<file path="config.mk">
export PLATFORM = sky130hd
export DESIGN_NAME = knns_seq_td_flat
export DESIGN_NICKNAME = d
export VERILOG_FILES = /design/src/rtl/knns_seq_td_pkg.sv /design/src/rtl/knns_seq_td_if.sv /design/src/rtl/knns_dist.sv /design/src/rtl/knns_seq_td.sv /design/src/flat_wrapper.sv
export SDC_FILE = /design/constraint.sdc
export NUM_CORES = 1
export LEC_CHECK = 0
export CAP_MARGIN = 20
export CORE_MARGIN = 1.5
export CORE_UTILIZATION = 35
export DETAILED_ROUTE_END_ITERATION = 10
export GPL_TIMING_DRIVEN = 0
export SYNTH_ARGS = -nofsm -noshare
export SYNTH_HDL_FRONTEND = slang
export SYNTH_SLANG_ARGS = --single-unit
</file>
<file path="constraint.sdc">
create_clock -name clk -period 5.9 [get_ports clk]
set_input_delay 0.885 -clock clk [delete_from_list [all_inputs] [get_ports clk]]
set_output_delay 0.885 -clock clk [all_outputs]
set_load 0.02 [all_outputs]
</file>
<file path="src/rtl/knns_seq_td_pkg.sv">
// Shared types and helpers for the sequential k-NN selector (knns_seq_td).
// Optional macro: KNNS_SQ_EUCLID_EN selects squared-Euclidean distance
// instead of taxicab, widening the distance field to keep the sentinel
// unreachable.
package knns_pkg;

    // Distance width for a given coordinate width, with the metric applied.
    function automatic int unsigned knns_dw(input int unsigned w);
`ifdef KNNS_SQ_EUCLID_EN
        return 2 * w + 2;
`else
        return w + 2;
`endif
    endfunction

    // Ceiling log2, used to size the fill counter (0..K needs clog2(K+1)).
    function automatic int unsigned knns_clog2(input int unsigned v);
        int unsigned r;
        r = 0;
        for (int unsigned i = 0; i < 32; i++) begin
            if ((64'd1 << i) < 64'(v)) begin
                r = i + 1;
            end
        end
        return r;
    endfunction

    localparam int unsigned KNNS_W_DEF  = 15;
    localparam int unsigned KNNS_DW_DEF = knns_dw(KNNS_W_DEF);
    // Empty-slot distance marker at the default width; always above any reachable d.
    localparam logic [KNNS_DW_DEF-1:0] KNNS_SENTINEL = '1;

endpackage

</file>
<file path="src/rtl/knns_seq_td_if.sv">
// Bus bundle for knns_seq_td: query/candidate stream in, sorted list out.
// Widths follow KNNS_SQ_EUCLID_EN through knns_dw().
interface knns_seq_td_if
    import knns_pkg::*;
#(
    parameter int unsigned W = 15,
    parameter int unsigned K = 4
);
    localparam int unsigned DW = knns_dw(W);
    localparam int unsigned FW = knns_clog2(K + 1);

    logic                clr;
    logic [2*W-1:0]      g_input;
    logic [2*W-1:0]      e_input;
    logic                e_valid;
    logic [K*2*W-1:0]    o;
    logic [K*DW-1:0]     o_dist;
    logic [FW-1:0]       o_fill;

    modport master (
        output clr, g_input, e_input, e_valid,
        input  o, o_dist, o_fill
    );

    modport slave (
        input  clr, g_input, e_input, e_valid,
        output o, o_dist, o_fill
    );

endinterface

</file>
<file path="src/rtl/knns_dist.sv">
// Combinational distance unit between a candidate and the query point.
// KNNS_SQ_EUCLID_EN selects squared Euclidean; default is taxicab.
module knns_dist
    import knns_pkg::*;
#(
    parameter  int unsigned W  = 15,
    localparam int unsigned DW = knns_dw(W)
) (
    input  logic [2*W-1:0] i_e,
    input  logic [2*W-1:0] i_g,
    output logic [DW-1:0]  o_d
);
    logic [W-1:0] w_dx;
    logic [W-1:0] w_dy;

    // Per-axis absolute differences, computed in unsigned arithmetic.
    always_comb begin
        w_dx = (i_e[2*W-1:W] >= i_g[2*W-1:W]) ? (i_e[2*W-1:W] - i_g[2*W-1:W])
                                              : (i_g[2*W-1:W] - i_e[2*W-1:W]);
        w_dy = (i_e[W-1:0] >= i_g[W-1:0]) ? (i_e[W-1:0] - i_g[W-1:0])
                                          : (i_g[W-1:0] - i_e[W-1:0]);
    end

`ifdef KNNS_SQ_EUCLID_EN
    logic [2*W-1:0] w_sqx;
    logic [2*W-1:0] w_sqy;

    // Squared Euclidean metric; the sum fits in 2W+1 bits.
    always_comb begin
        w_sqx = (2*W)'(w_dx) * (2*W)'(w_dx);
        w_sqy = (2*W)'(w_dy) * (2*W)'(w_dy);
        o_d   = DW'(w_sqx) + DW'(w_sqy);
    end
`else
    // Taxicab metric; the sum fits in W+1 bits.
    always_comb begin
        o_d = DW'(w_dx) + DW'(w_dy);
    end
`endif

endmodule

</file>
<file path="src/rtl/knns_seq_td.sv">
// Sequential K-nearest-neighbour selector: keeps a sorted register list of
// the K closest candidates since the last clear. Metric set by the
// KNNS_SQ_EUCLID_EN macro (see knns_dist).
module knns_seq_td
    import knns_pkg::*;
#(
    parameter int unsigned W = 15,
    parameter int unsigned K = 4
) (
    input logic          clk,
    input logic          rst,
    knns_seq_td_if.slave bus
);
    localparam int unsigned DW = knns_dw(W);
    localparam int unsigned FW = knns_clog2(K + 1);
    localparam int unsigned PW = 2 * W;

    logic [K-1:0][PW-1:0] r_val;
    logic [K-1:0][DW-1:0] r_dist;
    logic [FW-1:0]        r_fill;
    logic [K-1:0][PW-1:0] w_val_nxt;
    logic [K-1:0][DW-1:0] w_dist_nxt;
    logic [DW-1:0]        w_d;
    logic [K-1:0]         w_lt;

    knns_dist #(.W(W)) u_dist (
        .i_e (bus.e_input),
        .i_g (bus.g_input),
        .o_d (w_d)
    );

    // Parallel strict less-than against every slot; ties keep earlier arrivals first.
    always_comb begin
        for (int unsigned i = 0; i < K; i++) begin
            w_lt[i] = w_d < r_dist[i];
        end
    end

    // Insert/shift network. Because the list is sorted, w_lt is set for every
    // slot at or after the insertion point, so the first set bit takes the new
    // entry and each later set bit takes its upper neighbour.
    always_comb begin
        w_val_nxt  = r_val;
        w_dist_nxt = r_dist;
        if (w_lt[0]) begin
            w_val_nxt[0]  = bus.e_input;
            w_dist_nxt[0] = w_d;
        end
        for (int unsigned i = 1; i < K; i++) begin
            if (w_lt[i]) begin
                if (w_lt[i-1]) begin
                    w_val_nxt[i]  = r_val[i-1];
                    w_dist_nxt[i] = r_dist[i-1];
                end else begin
                    w_val_nxt[i]  = bus.e_input;
                    w_dist_nxt[i] = w_d;
                end
            end
        end
    end

    // List and fill registers: reset/clear empty the list, accepts insert when closer.
    always_ff @(posedge clk or posedge rst) begin
        if (rst) begin
            r_val  <= '0;
            r_dist <= '1;
            r_fill <= '0;
        end else if (bus.clr) begin
            r_val  <= '0;
            r_dist <= '1;
            r_fill <= '0;
        end else if (bus.e_valid && (|w_lt)) begin
            r_val  <= w_val_nxt;
            r_dist <= w_dist_nxt;
            if (r_fill != FW'(K)) begin
                r_fill <= r_fill + 1'b1;
            end
        end
    end

    assign bus.o      = r_val;
    assign bus.o_dist = r_dist;
    assign bus.o_fill = r_fill;

endmodule

</file>
<file path="src/flat_wrapper.sv">
// flat-port wrapper written by rule: the top's interface ports become plain ports
module knns_seq_td_flat import knns_pkg::*;
#(
    parameter int unsigned W = 15,
    parameter int unsigned K = 4
)
  (clk, rst, bus_clr, bus_g_input, bus_e_input, bus_e_valid, bus_o, bus_o_dist, bus_o_fill);
  knns_seq_td_if #(.W(W), .K(K)) bus_i ();
  input logic clk;
  input logic rst;
  input wire logic [$bits(bus_i.clr)-1:0] bus_clr;
  input wire logic [$bits(bus_i.g_input)-1:0] bus_g_input;
  input wire logic [$bits(bus_i.e_input)-1:0] bus_e_input;
  input wire logic [$bits(bus_i.e_valid)-1:0] bus_e_valid;
  output wire logic [$bits(bus_i.o)-1:0] bus_o;
  output wire logic [$bits(bus_i.o_dist)-1:0] bus_o_dist;
  output wire logic [$bits(bus_i.o_fill)-1:0] bus_o_fill;
  assign bus_i.clr = bus_clr;
  assign bus_i.g_input = bus_g_input;
  assign bus_i.e_input = bus_e_input;
  assign bus_i.e_valid = bus_e_valid;
  assign bus_o = bus_i.o;
  assign bus_o_dist = bus_i.o_dist;
  assign bus_o_fill = bus_i.o_fill;
  knns_seq_td #(.W(W), .K(K)) u_core (.clk(clk), .rst(rst), .bus(bus_i));
endmodule
</file>
# [Word-level counts from Yosys, hierarchy flattened]
# Cells that the tools add are included.
[totals] ff_bits=191 inputBits=64 word_cells=58
[classes] add_sub_neg=6 order_cmp=6 n_eq_ne=1 n_mux=23 reduce_logical=13
[op_table] cell="120-bit 2-to-1 mux" n=2
[op_table] cell="30-bit 2-to-1 mux" n=7
[op_table] cell="68-bit 2-to-1 mux" n=2
[op_table] cell="17-bit 2-to-1 mux" n=7
[op_table] cell="16-bit by 17-bit less-than comparator with 1-bit output" n=4
[op_table] cell="15-bit subtractor" n=4
[op_table] cell="15-bit >= comparator" n=2
[op_table] cell="15-bit 2-to-1 mux" n=2
[op_table] cell="15-bit by 15-bit adder with 16-bit output" n=1
[op_table] cell="2-bit nonzero test" n=6
[op_table] cell="2-bit AND reduction" n=5
[op_table] cell="3-bit 2-to-1 mux" n=3
[op_table] cell="4-bit OR reduction" n=1
[op_table] cell="3-bit by 1-bit adder with 3-bit output, second input constant" n=1
[op_table] cell="3-bit != test, second input constant" n=1
[op_table] cell="1-bit logical AND" n=1

# [Logic depth before layout (Yosys ltp)]
[logic_depth] word_depth=8 mapped_depth=30

# [Modules after synthesis]
# Synthesis repeated with hierarchy kept, for this count alone.
[hier_totals] hier_cells=1658 hier_area_um2=14313.7
[modules_own_cells] mod="knns_seq_td" instances=1 cells_each=1161 area_each_um2=10834.1
[modules_own_cells] mod="knns_dist" instances=1 cells_each=497 area_each_um2=3479.6

# [Least setup slack after synthesis]
# OpenSTA, ideal clock, no wires.
[synth_path] path_kind="input to register" startpoint="input port bus_e_input[18]" endpoint="register u_core.r_val (netlist bit u_core.bus.o[67])" arrival_ps=6170 required_ps=5750 path_slack_ps=-420 stages=27 n_path_buf=3 cell_sequence="inv_1 > ha_1 > and3_1 > o21ai_1 > a31oi_1 > a221oi_1 > o21ba_2 > o21ai_4 > buf_6 > mux2i_1 > xnor2_1 > ha_1 > a211oi_1 > o21ai_1 > and2_1 > a211oi_1 > o31ai_1 > xor2_1 > ha_1 > nand4b_1 > and4b_1 > a211oi_4 > buf_2 > buf_2 > nor2_1 > a21oi_1 > a211oi_2"
[synth_via] elab_chain_len=8
[synth_rtl] element="from (decl)" line_no="flat_wrapper.sv:13" text="input wire logic [$bits(bus_i.e_input)-1:0] bus_e_input;"
[synth_rtl] element="15-bit subtractor, or another cell as far along" line_no="knns_dist.sv:19" text=": (i_g[2*W-1:W] - i_e[2*W-1:W]);"
[synth_rtl] element="15-bit 2-to-1 mux *" line_no="knns_dist.sv:18" text="w_dx = (i_e[2*W-1:W] >= i_g[2*W-1:W]) ? (i_e[2*W-1:W] - i_g[2*W-1:W])"
[synth_rtl] element="15-bit by 15-bit adder with 16-bit output *" line_no="knns_dist.sv:37" text="o_d = DW'(w_dx) + DW'(w_dy);"
[synth_rtl] element="16-bit by 17-bit less-than comparator with 1-bit output" line_no="knns_seq_td.sv:35" text="w_lt[i] = w_d < r_dist[i];"
[synth_rtl] element="30-bit 2-to-1 mux or 4-bit OR reduction (tied branches)" line_no="knns_seq_td.sv:51, knns_seq_td.sv:72"
[synth_rtl] element="30-bit 2-to-1 mux or 1-bit logical AND (tied branches)" line_no="knns_seq_td.sv:50, knns_seq_td.sv:72"
[synth_rtl] element="120-bit 2-to-1 mux or 2-bit nonzero test (tied branches)"
[synth_rtl] element="120-bit 2-to-1 mux or 2-bit AND reduction (tied branches)"
[synth_rtl] element="to (signal assigned)" line_no="knns_seq_td.sv:73" text="r_val <= w_val_nxt;"
[synth_rtl] element="to (decl)" line_no="knns_seq_td.sv:18" text="logic [K-1:0][PW-1:0] r_val;"
# Every way passes the cells marked *; elsewhere a longest branch is shown, timed or not. The select of a mux whose other input is x is not followed.
# A chain may end at the register's enable or synchronous reset.

# [Final worst setup path]
[layout_path] startpoint="input port bus_e_input[22]" endpoint="register u_core.r_val (netlist bit u_core.bus.o[119])"
# The elaborated chain is that of the path after synthesis.

==> results.toml <==
[drt]
final_antenna_net_count = 0
met1Wirelength_mm = 24.6
routed_via_density = 5.61
via_count = 14700
dr.pass1.iters = 5
highest_layer = "met5"
wirelength_mm = 60.1
drc = 0
routedWlPerCell_microns = 23.0
drt_iter0_markers = 1133
wl_met3_mm = 5.06
wl_met2_mm = 28.1

[place]
gp_congestion = 0.941
port_buffers = 253
dp_hpwl_mm = 44.1
place_area_sq_um = 17600

[pwr]
power_density_nw_per_um2 = 376
leakage_nw = 9.89
p_total_mw = 8.19
peakVddDrop_mv = 0.262

[die]
fp.dieW_microns = 203
die_area_sq_um = 41000
io_pins = 255
chipHeight_microns = 203
core_area_sq_um = 39000
fp-row-count = 72
initial_utilization_pct = 35.7

[clock_tree]
cts-root-buf = "clkbuf_16"
numCtsBuffers = 17
postCtsHoldBufs = 0
cts_tree = "built"
clock-sinks = 191
clock_latency_ns = 0.47
clk_pin_slew_worst_paths_ns = 0.08
h-tree-depth = 4
clockBufferDepth = 2

[critical_path]
slowest_delay_ns = 0.40
critPathKind = "primary input to register"
end_kind = "register"
arrival_ns = 6.52
cp_max_fo = 9
worst_r2r_endpoint = "u_core.bus.o[119]"
worstSetupStartpointType = "primary input"
crit_start = "bus_e_input[22]"
worstPathRequired_ns = 6.25
crit_slowest_cell = "o41a_1"
r2r_start = "u_core.bus.o_dist[39]"
rr_worst_depth = 12
reg2reg_slack_ns = 2.78

[synthesis]
ys.flop_type = "dfrtp_1"
ys_ff_latch = 191
syn_nets = 1856
synth_area_sq_um = 13900
syn_inst = 1652
synth_edf_count = 0
synth-seq-area-share_pct = 34.9
synth_cell_types = 66
syn_avg_cell_area_sq_um = 8.44
synth_warnings = 0
synthArstFlopShare_pct = 100

[timing]
hold_viol = 0
slew_headroom_pct = 27.4
setup_ws_ns = -0.266
setup_viol_count_final = 186
finClkSkew_ns = 0.0231
maxSlewViolCount = 0
tightest_slew_ns = 1.09
max_freq_mhz = 162
rsz0062_at_grt = "yes"
fin_crit_ns = 6.17
period_share_pct = 105

[final_layout]
area_delta_synth_final_pct = 56.1
final_cell_mix = "clkdlybuf4s50_1, nor2_1, a21oi_1"
utilization_pct = 55.8
final_cell_area_sq_um = 21800
post_route_cells_drive_above_1_share_pct = 31.9
layout_commonest_cell = "clkdlybuf4s50_1"
fin_nets = 2281

[status]
violations = "negative setup slack"
status = "complete, but fails checks"

[global_routing]
antenna_found_initial = 8
grt.overflow.total = 0
grt_usage_pct = 28.3
first_global_vias = 14600
grt_max_degree = 41
grt_pass1_wl_mm = 87.7

[hold_path]
hold_start = "u_core.bus.o_dist[46]"
hold-path-cell-count = 2
min_to = "u_core.bus.o_dist[63]"
worstHoldPathType = "register to register"

[job]
drv_cap = 0
synth_stat cells, drive strengths merged, types with 3 or more instances:
library cell | n | area [sq um]
a211o | 18 | 158
a211oi | 84 | 783
a21o | 39 | 293
a21oi | 227 | 1140
a22oi | 3 | 22.5
a311oi | 5 | 50.0
a31oi | 11 | 68.8
and2 | 8 | 50.1
and3 | 7 | 43.8
buf | 56 | 344
clkbuf | 49 | 185
dfrtp | 123 | 3080
dfstp | 68 | 1790
fa | 5 | 100
ha | 135 | 1690
inv | 145 | 544
mux2i | 34 | 340
nand2 | 135 | 507
nand2b | 14 | 87.6
nand3 | 21 | 105
nand4 | 11 | 68.8
nor2 | 199 | 747
nor2b | 8 | 50.1
nor3 | 27 | 135
o2111ai | 3 | 26.3
o211ai | 33 | 248
o21a | 6 | 45.0
o21ai | 83 | 430
o21bai | 8 | 60.1
o22ai | 3 | 18.8
o31ai | 4 | 30.0
o41ai | 5 | 58.8
or2 | 3 | 18.8
or3 | 8 | 50.1
xnor2 | 24 | 210
xor2 | 15 | 131
per-layer routing:
| layer | global-route usage [%] | up-vias |
|---|---|---|
| met5 | 0 | - |
| met4 | 11.2 | 6 |
| met3 | 7.42 | 110 |
| met2 | 46.4 | 569 |
| met1 | 35.4 | 7314 |
| li1 | - | 6668 |
timing repair:
action	in CTS	in global routing
resized for setup	547	183
setup endpoints to repair	190	190
pin swaps	146	68
buffers inserted	120	18
gates cloned	13	11
flip-flops by register name (all words and copies together), names as in the netlist:
signal and flops:
u_core.bus.o_fill 3, u_core.bus.o_dist 68, u_core.bus.o 120
stage by stage:
stage	hold slack (ns)	TNS, ns	instances	setup slack, ns
2_1_floorplan	0.529	-21.92	1652	-0.191
3_3_place_gp	0.494	-481.65	2423	-2.74
3_5_place_dp	0.502	-496.72	2428	-2.84
4_1_cts	0.513	-20.01	2583	-0.281
5_1_grt	0.530	-65.69	2609	-0.425
6_report	0.523	-30.40	2615	-0.266
report_power, final:
group / switching (mW) / total (mW) / internal, mW / leakage, nW
Clock: 0.623 / 1.21 / 0.584 / 0.295
Combinational: 2.82 / 5.25 / 2.43 / 7.24
Sequential: 0.193 / 1.73 / 1.54 / 2.35
Total: 3.64 / 8.19 / 4.55 / 9.89
worst max-delay path, delay by kind of cell:
family                   cells  cell delay (ns)
buffers and inverters        8             1.30
AO/OA/AOI/OAI                8             1.76
multiplexers                 2             0.55
AND/OR/NAND/NOR              6             0.75
adder cells (fa/ha/maj)      3             0.87
XOR/XNOR                     2             0.39
kinds of logic (layout without fill, tap and decap cells):
logic type	count (synthesis)	in the layout	synth area share (%)
buffers and inverters	250	688	7.70
other	0	7	0
DFF	191	191	34.9
AOI/OAI and AO/OA	548	548	25.7
and+or+nand+nor	449	449	13.8
adders and majority gates	140	140	12.8
xor gates and xnor gates	39	39	2.45
muxes	35	35	2.52
worst max-delay path by stage:
stage / slack [ns] / endpoint / cells past startpoint
5_1_grt: -0.42 / u_core.bus.o_dist[8] / 30
3_3_place_gp: -2.74 / u_core.bus.o[56] / 27
4_1_cts: -0.28 / u_core.bus.o_fill[1] / 30
2_1_floorplan: -0.19 / u_core.bus.o_dist[4] / 29
6_report: -0.27 / u_core.bus.o[119] / 29
3_5_place_dp: -2.84 / u_core.bus.o[56] / 27
final cells by class:
cell class                 count  area (sq um)
clock inverter                14           159
buffer                        93          1020
timing repair buffer         418          4310
antenna                        7          17.5
inverter                     145           607
fill                        3471         17200
tap                          518           648
multi-input combinational   1211          9700
clock buffer                  18           439
sequential                   191          4860
(Power assumes the default switching activity.)
